### config.mk
export PLATFORM = sky130hd
export DESIGN_NAME = cpu_memory_access
export DESIGN_NICKNAME = d
export VERILOG_FILES = /design/src/rtl/cpu_memory_access_pkg.sv /design/src/rtl/cpu_memory_access_lane.sv /design/src/rtl/cpu_memory_access.sv
export SDC_FILE = /design/constraint.sdc
export NUM_CORES = 1
export LEC_CHECK = 0
export CORE_MARGIN = 1
export CORE_UTILIZATION = 48
export DETAILED_ROUTE_END_ITERATION = 10
export PLACE_DENSITY = 0.83
export SLEW_MARGIN = 15
export SYNTH_ARGS = -nofsm -noshare
export SYNTH_HDL_FRONTEND = slang
export SYNTH_HIERARCHICAL = 1
export SYNTH_SLANG_ARGS = --single-unit
### constraint.sdc
create_clock -name clk_i -period 2.25 [get_ports clk_i]
set_input_delay 0.3375 -clock clk_i [delete_from_list [all_inputs] [get_ports clk_i]]
set_output_delay 0.3375 -clock clk_i [all_outputs]
set_load 0.03 [all_outputs]
### src/rtl/cpu_memory_access_pkg.sv
// Shared constants for the Mox125 data-memory stage: PCB bit positions,
// access-size codes, FSM encodings and the latched per-access context.
package cpu_memory_access_pkg;

  localparam int PCB_WIDTH = 5;
  localparam int PCB_WA    = 0;
  localparam int PCB_WB    = 1;
  localparam int PCB_RM    = 2;
  localparam int PCB_WM    = 3;
  localparam int PCB_SPARE = 4;

  localparam logic [1:0] SIZE_B = 2'b00;
  localparam logic [1:0] SIZE_S = 2'b01;
  localparam logic [1:0] SIZE_L = 2'b10;

  localparam logic ST_IDLE = 1'b0;
  localparam logic ST_BUS  = 1'b1;

  // Instruction context held while the bus cycle is outstanding.
  typedef struct packed {
    logic        wa;
    logic        wb;
    logic        load;
    logic [31:0] reg0;
    logic [31:0] reg1;
    logic [3:0]  idx0;
    logic [3:0]  idx1;
    logic [1:0]  size;
    logic [1:0]  off;
  } mem_op_t;

endpackage

### src/rtl/cpu_memory_access_lane.sv
// Big-endian byte-lane steering: size/offset -> select, store replication,
// misalignment detect, and zero-extended load extraction.
module cpu_mem_lane
  import cpu_memory_access_pkg::*;
(
  input  logic [1:0]  size_i,
  input  logic [1:0]  off_i,
  input  logic [31:0] st_data_i,
  input  logic [1:0]  ld_size_i,
  input  logic [1:0]  ld_off_i,
  input  logic [31:0] rd_data_i,
  output logic [3:0]  sel_o,
  output logic [31:0] wdat_o,
  output logic [31:0] ld_data_o,
  output logic        misalign_o
);

  always_comb begin
    sel_o      = 4'b1111;
    wdat_o     = st_data_i;
    misalign_o = 1'b0;
    case (size_i)
      SIZE_B: begin
        sel_o  = 4'b1000 >> off_i;
        wdat_o = {4{st_data_i[7:0]}};
      end
      SIZE_S: begin
        sel_o      = off_i[1] ? 4'b0011 : 4'b1100;
        wdat_o     = {2{st_data_i[15:0]}};
        misalign_o = off_i[0];
      end
      default: misalign_o = |off_i;
    endcase
  end

  // Lane 0 (offset 0) is the most significant byte of the bus word.
  always_comb begin
    ld_data_o = rd_data_i;
    case (ld_size_i)
      SIZE_B: begin
        case (ld_off_i)
          2'd0:    ld_data_o = {24'b0, rd_data_i[31:24]};
          2'd1:    ld_data_o = {24'b0, rd_data_i[23:16]};
          2'd2:    ld_data_o = {24'b0, rd_data_i[15:8]};
          default: ld_data_o = {24'b0, rd_data_i[7:0]};
        endcase
      end
      SIZE_S:  ld_data_o = ld_off_i[1] ? {16'b0, rd_data_i[15:0]} : {16'b0, rd_data_i[31:16]};
      default: ld_data_o = rd_data_i;
    endcase
  end

endmodule

### src/rtl/cpu_memory_access.sv
// Mox125 data-memory stage: one Wishbone-classic cycle per load/store,
// pass-through of ALU results otherwise, registered write-back outputs.
module cpu_memory_access
  import cpu_memory_access_pkg::*;
#(
  parameter int TIMEOUT_CYCLES = 16
) (
  input  logic                 clk_i,
  input  logic                 rst_i,
  input  logic                 flush_i,
  input  logic [PCB_WIDTH-1:0] pipeline_control_bits_i,
  input  logic [1:0]           size_i,
  input  logic [31:0]          memory_address_i,
  input  logic [31:0]          mem_result_i,
  input  logic [31:0]          reg0_result_i,
  input  logic [31:0]          reg1_result_i,
  input  logic [3:0]           register0_write_index_i,
  input  logic [3:0]           register1_write_index_i,
  input  logic [31:0]          wb_dat_i,
  input  logic                 wb_ack_i,
  input  logic                 wb_err_i,
  output logic [31:0]          wb_adr_o,
  output logic [31:0]          wb_dat_o,
  output logic [3:0]           wb_sel_o,
  output logic                 wb_we_o,
  output logic                 wb_cyc_o,
  output logic                 wb_stb_o,
  output logic                 stall_o,
  output logic                 register_wea_o,
  output logic                 register_web_o,
  output logic [31:0]          reg0_result_o,
  output logic [31:0]          reg1_result_o,
  output logic [3:0]           register0_write_index_o,
  output logic [3:0]           register1_write_index_o,
  output logic                 fault_o
);

  logic        state_q, state_d;
  logic [15:0] cnt_q, cnt_d;
  mem_op_t     op_q, op_d;
  logic        flushed_q, flushed_d;
  logic        cyc_q, cyc_d, we_q, we_d;
  logic [3:0]  sel_q, sel_d;
  logic [31:0] adr_q, adr_d, dat_q, dat_d;
  logic        wea_q, wea_d, web_q, web_d, fault_q, fault_d;
  logic [31:0] reg0_q, reg0_d, reg1_q, reg1_d;
  logic [3:0]  idx0_q, idx0_d, idx1_q, idx1_d;

  logic [3:0]  lane_sel;
  logic [31:0] lane_wdat, lane_ld;
  logic        lane_mis;
  logic        unused_spare;

  cpu_mem_lane u_lane (
    .size_i     (size_i),
    .off_i      (memory_address_i[1:0]),
    .st_data_i  (mem_result_i),
    .ld_size_i  (op_q.size),
    .ld_off_i   (op_q.off),
    .rd_data_i  (wb_dat_i),
    .sel_o      (lane_sel),
    .wdat_o     (lane_wdat),
    .ld_data_o  (lane_ld),
    .misalign_o (lane_mis)
  );

  assign unused_spare = pipeline_control_bits_i[PCB_SPARE];

  logic is_rm, is_wm, is_mem, go_bus, in_bus, tmo, bus_ok, bus_fail, bus_done;
  assign is_rm  = pipeline_control_bits_i[PCB_RM];
  assign is_wm  = pipeline_control_bits_i[PCB_WM];
  assign is_mem = is_rm | is_wm;
  assign go_bus = (state_q == ST_IDLE) & is_mem & ~lane_mis & ~flush_i;
  assign in_bus = (state_q == ST_BUS);
  // cnt_q counts completed BUS cycles, so the last permitted cycle sees TIMEOUT_CYCLES-1.
  assign tmo      = in_bus & (TIMEOUT_CYCLES != 0) & (cnt_q == 16'(TIMEOUT_CYCLES - 1));
  assign bus_fail = in_bus & (wb_err_i | (tmo & ~wb_ack_i));
  assign bus_ok   = in_bus & wb_ack_i & ~wb_err_i;
  assign bus_done = bus_ok | bus_fail;
  assign stall_o  = rst_i & (go_bus | (in_bus & ~bus_done));

  always_comb begin
    state_d   = state_q;
    cnt_d     = cnt_q;
    op_d      = op_q;
    flushed_d = flushed_q;
    cyc_d     = cyc_q;
    we_d      = we_q;
    sel_d     = sel_q;
    adr_d     = adr_q;
    dat_d     = dat_q;
    wea_d     = 1'b0;
    web_d     = 1'b0;
    fault_d   = 1'b0;
    reg0_d    = reg0_q;
    reg1_d    = reg1_q;
    idx0_d    = idx0_q;
    idx1_d    = idx1_q;
    if (state_q == ST_IDLE) begin
      if (flush_i) begin
        wea_d = 1'b0;
      end else if (is_mem && lane_mis) begin
        fault_d = 1'b1;
      end else if (is_mem) begin
        state_d    = ST_BUS;
        cnt_d      = '0;
        flushed_d  = 1'b0;
        cyc_d      = 1'b1;
        we_d       = is_wm & ~is_rm;
        adr_d      = {memory_address_i[31:2], 2'b00};
        sel_d      = lane_sel;
        dat_d      = lane_wdat;
        op_d.wa    = pipeline_control_bits_i[PCB_WA];
        op_d.wb    = pipeline_control_bits_i[PCB_WB];
        op_d.load  = is_rm;
        op_d.reg0  = reg0_result_i;
        op_d.reg1  = reg1_result_i;
        op_d.idx0  = register0_write_index_i;
        op_d.idx1  = register1_write_index_i;
        op_d.size  = size_i;
        op_d.off   = memory_address_i[1:0];
      end else begin
        wea_d  = pipeline_control_bits_i[PCB_WA];
        web_d  = pipeline_control_bits_i[PCB_WB];
        reg0_d = reg0_result_i;
        reg1_d = reg1_result_i;
        idx0_d = register0_write_index_i;
        idx1_d = register1_write_index_i;
      end
    end else begin
      cnt_d     = cnt_q + 16'd1;
      flushed_d = flushed_q | flush_i;
      if (bus_done) begin
        state_d = ST_IDLE;
        cyc_d   = 1'b0;
        we_d    = 1'b0;
        fault_d = bus_fail;
      end
      // A flushed access still completes on the bus; only write-back is dropped.
      if (bus_ok) begin
        reg0_d = op_q.reg0;
        reg1_d = op_q.load ? lane_ld : op_q.reg1;
        idx0_d = op_q.idx0;
        idx1_d = op_q.idx1;
        if (!(flushed_q || flush_i)) begin
          wea_d = op_q.wa;
          web_d = op_q.load | op_q.wb;
        end
      end
    end
  end

  always_ff @(posedge clk_i or negedge rst_i) begin
    if (!rst_i) begin
      state_q   <= ST_IDLE;
      cnt_q     <= '0;
      op_q      <= '0;
      flushed_q <= 1'b0;
      cyc_q     <= 1'b0;
      we_q      <= 1'b0;
      sel_q     <= '0;
      adr_q     <= '0;
      dat_q     <= '0;
      wea_q     <= 1'b0;
      web_q     <= 1'b0;
      fault_q   <= 1'b0;
      reg0_q    <= '0;
      reg1_q    <= '0;
      idx0_q    <= '0;
      idx1_q    <= '0;
    end else begin
      state_q   <= state_d;
      cnt_q     <= cnt_d;
      op_q      <= op_d;
      flushed_q <= flushed_d;
      cyc_q     <= cyc_d;
      we_q      <= we_d;
      sel_q     <= sel_d;
      adr_q     <= adr_d;
      dat_q     <= dat_d;
      wea_q     <= wea_d;
      web_q     <= web_d;
      fault_q   <= fault_d;
      reg0_q    <= reg0_d;
      reg1_q    <= reg1_d;
      idx0_q    <= idx0_d;
      idx1_q    <= idx1_d;
    end
  end

  assign wb_adr_o                = adr_q;
  assign wb_dat_o                = dat_q;
  assign wb_sel_o                = sel_q;
  assign wb_we_o                 = we_q;
  assign wb_cyc_o                = cyc_q;
  assign wb_stb_o                = cyc_q;
  assign register_wea_o          = wea_q;
  assign register_web_o          = web_q;
  assign reg0_result_o           = reg0_q;
  assign reg1_result_o           = reg1_q;
  assign register0_write_index_o = idx0_q;
  assign register1_write_index_o = idx1_q;
  assign fault_o                 = fault_q;

endmodule

==> impl_results.rst <==
.. list-table::
   :header-rows: 1

   * - Metric
     - Value
   * - Worst-margin pin slew
     - 0.836 ns
   * - Static leakage
     - 7.38 nW
   * - DRC
     - 0
   * - Final setup fails
     - 1
   * - Worst R2R End
     - register0_write_index_o[1]$_DFFE_PN0P_
   * - Result of the run
     - complete, but fails checks
   * - Detailed-route vias per instance
     - 5.29
   * - Async S/R FF share, synth
     - 100%
   * - CTS tree
     - built
   * - Root buffer cell
     - clkbuf_16
   * - Violated checks
     - negative setup slack
   * - Endpoint with the worst hold slack
     - op_q[0]$_DFFE_PN0P_
   * - Worst-path maximum fanout
     - 2
   * - Remaining antenna violation count
     - 0
   * - Std-Cell Rows
     - 55
   * - EDFF count, synth
     - 0
   * - Share of the yosys chip area belonging to registers
     - 53.7%
   * - First-pass iteration count of the detailed router
     - 5
   * - Routability Congestion
     - 0.854
   * - Minimum setup slack among reg-to-reg paths
     - 0.21 ns
   * - Cell area after placement
     - 14,700 um^2
   * - Combined area of all synthesized cells
     - 11,200 um^2
   * - Adder-cell share of the synthesized area
     - 0.112%
   * - Finished Cell Area
     - 15,700 um^2
   * - Seq pwr share
     - 38.1%
   * - Post-Synth XOR/XNOR Area
     - 0%
   * - Clk_skew
     - 0.00872 ns
   * - Detailed-route via count
     - 9,949
   * - First-pass GRT wire length
     - 51,500 um
   * - Count of buffer and inverter cells on the critical path
     - 1
   * - Data arrival at the endpoint of the critical path
     - 1.93 ns
   * - Register clock-pin slew on the reported worst setup and hold paths
     - 0.06 ns
   * - Leading cell type in the layout, fill and taps excluded
     - nand2_1
   * - Series of cell instances along the critical path
     - ha_4, and3_4, nand4_1, nor4_2, o21ai_1, buf_4
   * - Floorplan die height
     - 155 um
   * - Area of the die
     - 23,900 um^2
   * - Switching Share
     - 34.3%
   * - Area growth from synthesis to layout
     - 40.6%
   * - Endpoint type of the worst setup path
     - primary output
   * - Time the worst path needs with I/O delays and setup
     - 2.27 ns
   * - Core area
     - 22,700 um^2
   * - Maximum number of pins on one net before global-route repair
     - 139
   * - Kind of cell with the highest combined delay on the critical path
     - simple AND/OR/NAND/NOR gates
   * - Number of violations reported at the end of detailed-routing iteration 0
     - 461
   * - Share of post-route cells with drive strength above 1
     - 7.97%
   * - Top flip-flop cell by instance count after synthesis
     - dfrtp_1
   * - RR Startpoint
     - in_bus$_DFF_PN0_
   * - Highest-count cells in the layout ignoring fill and taps
     - 542 x nand2_1, 320 x clkdlybuf4s50_1, 238 x dfrtp_1
   * - PnR Total Power
     - 0.0155 W
   * - Crit Path Category
     - flip-flop to primary output
   * - Drt wl/cell
     - 17.1 um
   * - Critical path launch point type
     - flip-flop
   * - Starting Density
     - 49.2%
   * - Final period utilization
     - 101%
   * - I/O Buffers
     - 323
   * - Maximum level of the CTS H-tree
     - 1
   * - Clock share of power
     - 28.2%
   * - Dominant combinational cell family by area after synthesis
     - simple AND/OR/NAND/NOR gates
   * - Total of warnings raised by yosys
     - 6
   * - Share of synthesized area spent on multiplexers
     - 9.77%
   * - Maximum clock frequency
     - 441 MHz
   * - Overflow left after global routing
     - 0
   * - Final hold viol count
     - 0
   * - Post-route setup slack
     - -0.0156 ns
   * - Worst slack on hold paths
     - 0.278 ns
   * - Number of distinct library cells after synthesis
     - 46
   * - Hold path depth
     - 4
   * - Post-synthesis sequential element count
     - 240
   * - Cell-internal power
     - 0.0102 W
   * - Number of max-slew violations in the final report
     - 0
   * - Max cap viols
     - 0
   * - Max incr delay on CP
     - 0.41 ns
   * - Combinational power share
     - 33.7%
   * - Launch point of the worst hold path
     - memory_address_i[0]
   * - Global-route usage over all layers
     - 26.8%
   * - Longest Clk Path Bufs
     - 3
   * - RSZ-0062 raised after global routing
     - yes
   * - Placed wire-length estimate
     - 21,700 um
   * - Per-instance average area after synthesis
     - 8.80 um^2
   * - Highest-delay cell along the critical path
     - dfrtp_1
   * - Required time of the worst setup path
     - 1.91 ns
   * - Number of antenna violations at the first check in global routing
     - 3
   * - Clock Sink Count
     - 240
   * - Post-synthesis share of cell area spent on and, or, nand and nor gates
     - 23.6%
   * - Hold crit path type
     - input port to flip-flop
   * - Switching power total
     - 0.00531 W
   * - Top-level port count
     - 327
   * - Number of nets in the finished design
     - 1,757
   * - CTS buffer count
     - 26
   * - Synth Instances
     - 1,270
   * - Width of the chip
     - 155 um
   * - Final wirelength
     - 32,100 um
   * - Depth of the worst register-to-register path
     - 5
   * - Synthesized-area fraction occupied by ao, oa, aoi and oai cells
     - 8.66%
   * - Worst slew margin relative to its limit
     - 43.8%
   * - Number of global-route vias before repair
     - 10,000
   * - Peak supply drop
     - 0.000601 V
   * - Power per standard cell area
     - 986 nW/um^2
   * - Insertion delay of the later-clocked pin in the worst-skew pair
     - 0.52 ns
timing repair:
item,in CTS,in global routing
resized for setup,5,5
hold buffers,1,0
setup endpoints to repair,1,1
hold endpoints to repair,38,0
setup buffers,3,2
pin swaps,4,3
per-layer routing:
| layer | vias up | GRT usage, % | routed length [um] | part of all wire (%) |
|---|---|---|---|---|
| li1 | 4745 | - | - | - |
| met1 | 4716 | 34.0 | 12800 | 40 |
| met2 | 416 | 44.9 | 15400 | 48 |
| met3 | 72 | 6.30 | 2760 | 8.6 |
| met4 | 0 | 9.85 | 1090 | 3.4 |
| met5 | - | 0 | 0 | 0 |
cell type report:
| cell class | instances | area, um^2 |
|---|---|---|
| antenna | 3 | 7.51 |
| multi-input combinational | 938 | 4770 |
| inverter | 4 | 15.0 |
| clock buffer | 40 | 805 |
| fill | 1675 | 6990 |
| sequential | 240 | 6010 |
| tap | 285 | 357 |
| clock inverter | 5 | 75.1 |
| timing repair buffer | 366 | 3680 |
power by group through the flow:
stage          combinational [W]  clock, W  sequential [W]
6_report                 0.00522   0.00437         0.00591
5_1_grt                  0.00560   0.00463         0.00603
4_1_cts                  0.00523   0.00446         0.00591
3_5_place_dp             0.00517         0         0.00596
3_3_place_gp             0.00508         0         0.00591
2_1_floorplan            0.00165         0         0.00711
cell usage after synthesis, drive strengths merged (2+ instances only):
library cell | instances | area share, %
nand3 | 5 | 0.22
or4 | 4 | 0.27
nor4 | 5 | 0.28
and4 | 3 | 0.24
nor2b | 2 | 0.11
nor3 | 3 | 0.18
nand2 | 542 | 18
mux2i | 90 | 8.1
clkbuf | 35 | 1.2
o21bai | 5 | 0.37
inv | 4 | 0.13
and2 | 16 | 0.90
mux2 | 17 | 1.7
a21oi | 43 | 2.0
or2 | 2 | 0.13
or3 | 6 | 0.38
o31ai | 6 | 0.40
nand2b | 4 | 0.22
o21ai | 103 | 4.6
dfrtp | 240 | 54
a221o | 8 | 0.80
nor2 | 55 | 1.9
a22o | 3 | 0.24
buf | 54 | 2.8
and3 | 5 | 0.28
state kept, by name, summed over array words and instances, names as in the netlist, 4 cells and up:
signal	count
register0_write_index_o	4
op_q	79
reg0_result_o	32
wb_sel_o	4
wb_dat_o	32
cnt_q	16
register1_write_index_o	4
reg1_result_o	32
wb_adr_o	30
kinds of logic after synthesis:
group,count (synthesis)
DFF,240
and+or+nand+nor,656
AOI/OAI and AO/OA,172
other,1
muxes,107
adders and majority gates,1
buffers and inverters,93
metrics by stage:
step	util, %	instances	worst slack, ns	setup TNS [ns]
floorplan	-	1271	0.136	0
global placement	64.9	1827	-0.113	-6.92
global route	69.2	1879	-0.0931	-0.0931
detailed placement	64.9	1827	-0.177	-15.07
finish	69.2	1881	-0.0156	-0.0156
CTS	69.0	1876	-0.104	-0.104
worst reg2reg max path, stage by stage, from the launching register on:
cell and delay [ns]:
dfrtp_2 0.49, nor4_1 0.76, a21oi_4 0.07, buf_12 0.23, nand2_1 0.25, o21ai_0 0.09
how the worst max path moves through the flow:
stage / from / endpoint / cells past startpoint
2_1_floorplan: size_i[0] / stall_o / 8
3_3_place_gp: memory_address_i[0] / cnt_q[13]$_DFFE_PN0P_ / 7
3_5_place_dp: memory_address_i[0] / cnt_q[7]$_DFFE_PN0P_ / 7
4_1_cts: cnt_q[1]$_DFFE_PN0P_ / stall_o / 6
5_1_grt: cnt_q[5]$_DFFE_PN0P_ / stall_o / 5
6_report: cnt_q[1]$_DFFE_PN0P_ / stall_o / 6
Note: power is estimated with default switching activity, not from simulation.
